==> config.mk <==
export PLATFORM = sky130hd
export DESIGN_NAME = data_mem_responder
export DESIGN_NICKNAME = d
export VERILOG_FILES = /design/src/rtl/data_mem_responder.sv
export SDC_FILE = /design/constraint.sdc
export NUM_CORES = 2
export LEC_CHECK = 0
export CAP_MARGIN = 20
export CELL_PAD_IN_SITES_DETAIL_PLACEMENT = 1
export CELL_PAD_IN_SITES_GLOBAL_PLACEMENT = 1
export CORE_MARGIN = 2
export CORE_UTILIZATION = 30
export CTS_BUF_LIST = sky130_fd_sc_hd__clkbuf_4 sky130_fd_sc_hd__clkbuf_8 sky130_fd_sc_hd__clkbuf_16
export DETAILED_ROUTE_END_ITERATION = 6
export PLACE_DENSITY = 0.6
export REMOVE_ABC_BUFFERS = 1
export SETUP_SLACK_MARGIN = 0.15
export SYNTH_ARGS = -nofsm -noshare
export SYNTH_HDL_FRONTEND = slang
export SYNTH_SLANG_ARGS = --single-unit
==> constraint.sdc <==
create_clock -name clk -period 3.8 [get_ports clk]
set_input_delay 0.38 -clock clk [delete_from_list [all_inputs] [get_ports clk]]
set_output_delay 0.38 -clock clk [all_outputs]
set_load 0.01 [all_outputs]
==> src/rtl/data_mem_responder.sv <==
// Word-addressed data memory behind the execute-stage store/load port, with a
// busy/ready handshake for multi-cycle loads. Define DMEM_CLEAR_EN to zero the array on reset.
module data_mem_responder #(
    parameter int DEPTH  = 64,
    parameter int RD_LAT = 2
) (
    input  logic        clk,
    input  logic        rst_n,
    input  logic        wem,
    input  logic        re,
    input  logic [31:0] address,
    input  logic [31:0] datain,
    output logic        busy,
    output logic        ack,
    output logic [31:0] rdata,
    output logic        rvalid,
    output logic        err
);

    localparam int AW = (DEPTH > 1) ? $clog2(DEPTH) : 1;
    localparam int CW = (RD_LAT > 1) ? $clog2(RD_LAT) : 1;

    typedef enum logic {
        IDLE,
        WAIT
    } state_t;

    state_t        state;
    state_t        next_state;
    logic [31:0]   mem [DEPTH];
    logic [AW-1:0] idx;
    logic [AW-1:0] load_idx;
    logic [AW-1:0] next_load_idx;
    logic [CW-1:0] count;
    logic [CW-1:0] next_count;
    logic          legal;
    logic          store_go;
    logic          load_done;
    logic          next_busy;
    logic          next_ack;
    logic          next_rvalid;
    logic          next_err;

    // Anything with stray low bits or set bits above the array is rejected rather than aliased.
    assign idx   = address[AW+1:2];
    assign legal = (address[1:0] == 2'b00) && ((address >> (AW + 2)) == 32'd0);

    always_comb begin
        next_state    = state;
        next_count    = count;
        next_load_idx = load_idx;
        next_busy     = busy;
        next_ack      = 1'b0;
        next_rvalid   = 1'b0;
        next_err      = 1'b0;
        store_go      = 1'b0;
        load_done     = 1'b0;
        case (state)
            IDLE: begin
                if (wem && re) begin
                    next_err = 1'b1;
                end else if ((wem || re) && !legal) begin
                    next_err = 1'b1;
                end else if (wem) begin
                    store_go = 1'b1;
                    next_ack = 1'b1;
                end else if (re) begin
                    next_load_idx = idx;
                    next_count    = CW'(RD_LAT - 1);
                    next_busy     = 1'b1;
                    next_state    = WAIT;
                end
            end
            WAIT: begin
                if (count != '0) begin
                    next_count = count - 1'b1;
                end else begin
                    load_done   = 1'b1;
                    next_rvalid = 1'b1;
                    next_busy   = 1'b0;
                    next_state  = IDLE;
                end
            end
            default: next_state = IDLE;
        endcase
    end

    always_ff @(posedge clk) begin
        if (!rst_n) begin
            state    <= IDLE;
            busy     <= 1'b0;
            ack      <= 1'b0;
            rvalid   <= 1'b0;
            err      <= 1'b0;
            rdata    <= '0;
            count    <= '0;
            load_idx <= '0;
        end else begin
            state    <= next_state;
            busy     <= next_busy;
            ack      <= next_ack;
            rvalid   <= next_rvalid;
            err      <= next_err;
            count    <= next_count;
            load_idx <= next_load_idx;
            if (load_done) begin
                rdata <= mem[load_idx];
            end
        end
    end

`ifdef DMEM_CLEAR_EN
    always_ff @(posedge clk) begin
        if (!rst_n) begin
            for (int i = 0; i < DEPTH; i++) begin
                mem[i] <= '0;
            end
        end else if (store_go) begin
            mem[idx] <= datain;
        end
    end
`else
    // Contents survive reset; only a store sampled out of reset may write.
    always_ff @(posedge clk) begin
        if (rst_n && store_go) begin
            mem[idx] <= datain;
        end
    end
`endif

endmodule

==> qor.txt <==
==================================================================================================
Width of the chip                                                                           520 um
Most area-consuming cells after synthesis                                             sky130_fd_sc_hd__edfxtp_1 (77%), sky130_fd_sc_hd__mux4_2 (14%), sky130_fd_sc_hd__mux2i_1 (2.3%), sky130_fd_sc_hd__dfxtp_1 (1.1%), sky130_fd_sc_hd__a22oi_1 (0.51%)
Multi-input gate area in the final layout                                              16900 sq um
Combined area of all synthesized cells                                                 79800 sq um
Number of H-tree levels                                                                          4
Filler cell count in the final layout                                                        25704
Maximum frequency from static timing analysis                                              298 MHz
Die outline height                                                                          520 um
Warning count from the yosys run                                                                 0
Number of clock sinks                                                                         2092
Residual antenna-violating net count after detailed routing                                      0
Pwr Density                                                                            488 nW/um^2
Slew Viols, Final                                                                                0
Maximum number of pins on one net before global-route repair                                    72
Maximum buffer depth of the clock tree                                                           3
Required time reported for the critical path endpoint                                      4480 ps
Area of the core                                                                      265000 sq um
Slew at the pin with the worst max-slew slack                                              1160 ps
Global-route wire length before repair                                                      312 mm
Top post-synthesis cells by count                                                     sky130_fd_sc_hd__edfxtp_1 (2048), sky130_fd_sc_hd__mux4_2 (513), sky130_fd_sc_hd__mux2i_1 (185)
Setup repair after global routing missed its margin                                             no
Final setup margin                                                                          441 ps
Starting DRC count in detailed routing                                                        4002
Count of standard-cell rows                                                                    189
Root Driver                                                                           sky130_fd_sc_hd__clkbuf_16
Skew-Pair Late Insertion Delay                                                              830 ps
Crit path launch type                                                                     register
Post-CTS setup buffers                                                                           0
Number of non-filler instances in the completed layout                                        7547
Via Count                                                                                    38292
Number of top-level pins                                                                       104
Post-place setup slack                                                                      357 ps
Most instantiated library cell after synthesis                                        sky130_fd_sc_hd__edfxtp_1
Number of global-route vias before repair                                                    39464
FF+latch count, synth                                                                         2092
Register-to-register setup slack                                                            440 ps
Final number of setup-violating endpoints                                                        0
Final cell utilization of the core                                                           0.357
Detailed placer's ending HPWL                                                               141 mm
Storage element area                                                                   62400 sq um
Share of the cycle needed by the critical path after routing                                 0.884
Area growth from synthesis to layout                                                         18.4%
Routed length on met1                                                                       100 mm
Top routing layer in use                                                                      met4
Fraction of post-synthesis cell area in the top cell type by area                            0.771
Static Leakage                                                                             27.8 nW
Via/cell ratio                                                                                5.07
Start-to-end type of the worst setup path                                             register to register
Hold Path Class                                                                       primary input to register
Largest clock skew in the final design                                                     37.0 ps
Leading area contributor after synthesis                                              sky130_fd_sc_hd__edfxtp_1
Status                                                                                complete, no violations
Number of unique standard cell types used by synthesis                                          49
EDFF count, synth                                                                             2048
Post-Syn Instances                                                                            3448
Crit path arrival time                                                                     4040 ps
Worst IR Drop VDD                                                                         0.448 mV
Total number of nets in the final design                                                      3910
Portion of the post-synthesis area used by sequential elements                               0.782
Initial antenna violation count                                                                  9
Routed wire length per instance                                                            29.0 um
Die Area                                                                              270000 sq um
TritonCTS buffer count                                                                         204
Share of synthesized registers carrying an async set or reset                                    0
Final estimated routing congestion in global placement                                       0.814
Max_slew headroom                                                                            0.226
Final Hold Violating Endpoints                                                                   0
Met3 Wirelength                                                                            14.5 mm
Synth Flop Type                                                                       sky130_fd_sc_hd__edfxtp_1
Overflow left after global routing                                                               0
Routed length on met2                                                                       101 mm
Fraction of final layout cells sized beyond drive strength 1                                 0.313
Max-cap violations                                                                               0
Clock transition time at the flip-flop clock pins of the worst setup and hold paths          60 ps
Kind of end point of the critical path                                                    register
Cells resized by post-CTS repair                                                                 0
Number of buffers inserted by port buffering                                                   103
TritonCTS clock tree                                                                           yes
Final Instance Area                                                                    94500 sq um
DRC violations left                                                                              0
Shortest clock period the worst path allows after layout                                   3360 ps
Final WL                                                                                    219 mm
Critical-path maximum fanout                                                                    39
Placed inst area                                                                       87700 sq um
Instance count after placement with tap cells included                                        7164
Number of detailed-route iterations in the first pass                                            5
Gr usage total                                                                               0.161
Starting density of the core                                                                 0.301
Average instance area after synthesis                                                   23.1 sq um
==================================================================================================
## metrics by stage
step	hold WS (ps)	TNS, ps	total power [mW]
4_1_cts	2.86	0	46.6
5_1_grt	30.2	0	47.4
2_1_floorplan	473	-640250	25.8
3_5_place_dp	468	0	26.4
3_3_place_gp	471	0	26.3
6_report	69.8	0	46.1
## metal layers
layer	up-vias	GRT usage
li1	15557	-
met1	21304	0.242
met2	1213	0.246
met3	218	0.0295
met4	0	0.0277
met5	-	0
## final cells by class
class,count,area share
sequential,2092,0.660
multi-input combinational,1171,0.179
clock buffer,279,0.0611
tap,3533,0.0468
timing repair buffer,371,0.0432
clock inverter,96,0.00948
inverter,2,0.0000795
antenna,3,0.0000795
## critical path: stages (launching register included)
cell,delay (ps)
sky130_fd_sc_hd__dfxtp_4,820
sky130_fd_sc_hd__buf_12,320
sky130_fd_sc_hd__buf_4,290
sky130_fd_sc_hd__mux4_2,520
sky130_fd_sc_hd__nor2b_1,140
sky130_fd_sc_hd__a211oi_1,850
sky130_fd_sc_hd__o31ai_1,150
## registers in the layout, summed over array words and instances, names as in the netlist
register  cells
mem        2048
rdata        32
load_idx      6
ack           1
busy          1
count         1
err           1
rvalid        1
state         1
## power by group
group | leakage (nW) | internal [mW] | switching (mW)
Combinational | 5.72 | 0.0856 | 0.491
Clock | 3.35 | 11.5 | 8.70
Sequential | 18.8 | 25.3 | 0.000167
Total | 27.8 | 36.9 | 9.19
## what timing repair did
item / in CTS / in global routing
hold buffers: 3 / 1
setup endpoints to repair: 0 / 0
hold endpoints to repair: 46 / 5
## path summary, 6_finish.rpt
| path | from | endpoint | cells past startpoint |
|---|---|---|---|
| max | load_idx[2] | rdata[10] | 6 |
| min | datain[17] | mem[31][17] | 1 |
| max reg2reg | load_idx[2] | rdata[10] | 6 |
| min reg2reg | rdata[13] | rdata[13] | 1 |
## cell families (layout without fill, tap and decap cells)
group | Yosys count | in the layout | share of synthesized area
flip-flops | 2092 | 2092 | 0.782
multiplexers | 728 | 728 | 0.172
AO/OA/AOI/OAI | 225 | 225 | 0.0197
AND/OR/NAND/NOR | 218 | 218 | 0.0134
buffers and inverters | 185 | 748 | 0.0128
other | 0 | 3 | 0
## cell usage in the layout (no fill, tap or decap), types with 7 or more instances in the layout
cell | netlist | routed
sky130_fd_sc_hd__a21oi_1 | 21 | 21
sky130_fd_sc_hd__mux2_2 | 30 | 30
sky130_fd_sc_hd__clkbuf_8 | 0 | 9
sky130_fd_sc_hd__edfxtp_1 | 2048 | 2048
sky130_fd_sc_hd__bufinv_16 | 0 | 13
sky130_fd_sc_hd__mux2i_1 | 185 | 185
sky130_fd_sc_hd__nand3_1 | 23 | 23
sky130_fd_sc_hd__buf_4 | 42 | 177
sky130_fd_sc_hd__nand2_1 | 28 | 28
sky130_fd_sc_hd__nand2b_1 | 8 | 8
sky130_fd_sc_hd__clkdlybuf4s50_1 | 0 | 71
sky130_fd_sc_hd__a211oi_1 | 28 | 28
sky130_fd_sc_hd__a22oi_1 | 54 | 54
sky130_fd_sc_hd__clkbuf_16 | 0 | 207
sky130_fd_sc_hd__clkinv_1 | 0 | 37
sky130_fd_sc_hd__buf_12 | 0 | 94
sky130_fd_sc_hd__a221oi_1 | 7 | 7
sky130_fd_sc_hd__nor4_1 | 8 | 7
sky130_fd_sc_hd__nor2b_1 | 35 | 33
sky130_fd_sc_hd__o211ai_1 | 16 | 16
sky130_fd_sc_hd__a31oi_1 | 15 | 15
sky130_fd_sc_hd__mux4_2 | 513 | 513
sky130_fd_sc_hd__nor2_4 | 0 | 64
sky130_fd_sc_hd__dfxtp_1 | 44 | 39
sky130_fd_sc_hd__o21ai_1 | 10 | 10
sky130_fd_sc_hd__clkinv_2 | 0 | 27
sky130_fd_sc_hd__o31ai_1 | 9 | 9
sky130_fd_sc_hd__o22ai_1 | 20 | 20
sky130_fd_sc_hd__buf_2 | 59 | 25
sky130_fd_sc_hd__clkbuf_4 | 0 | 63
sky130_fd_sc_hd__o21ai_0 | 16 | 16
sky130_fd_sc_hd__nor2_1 | 87 | 22
Power figures use the tool's default switching activity.
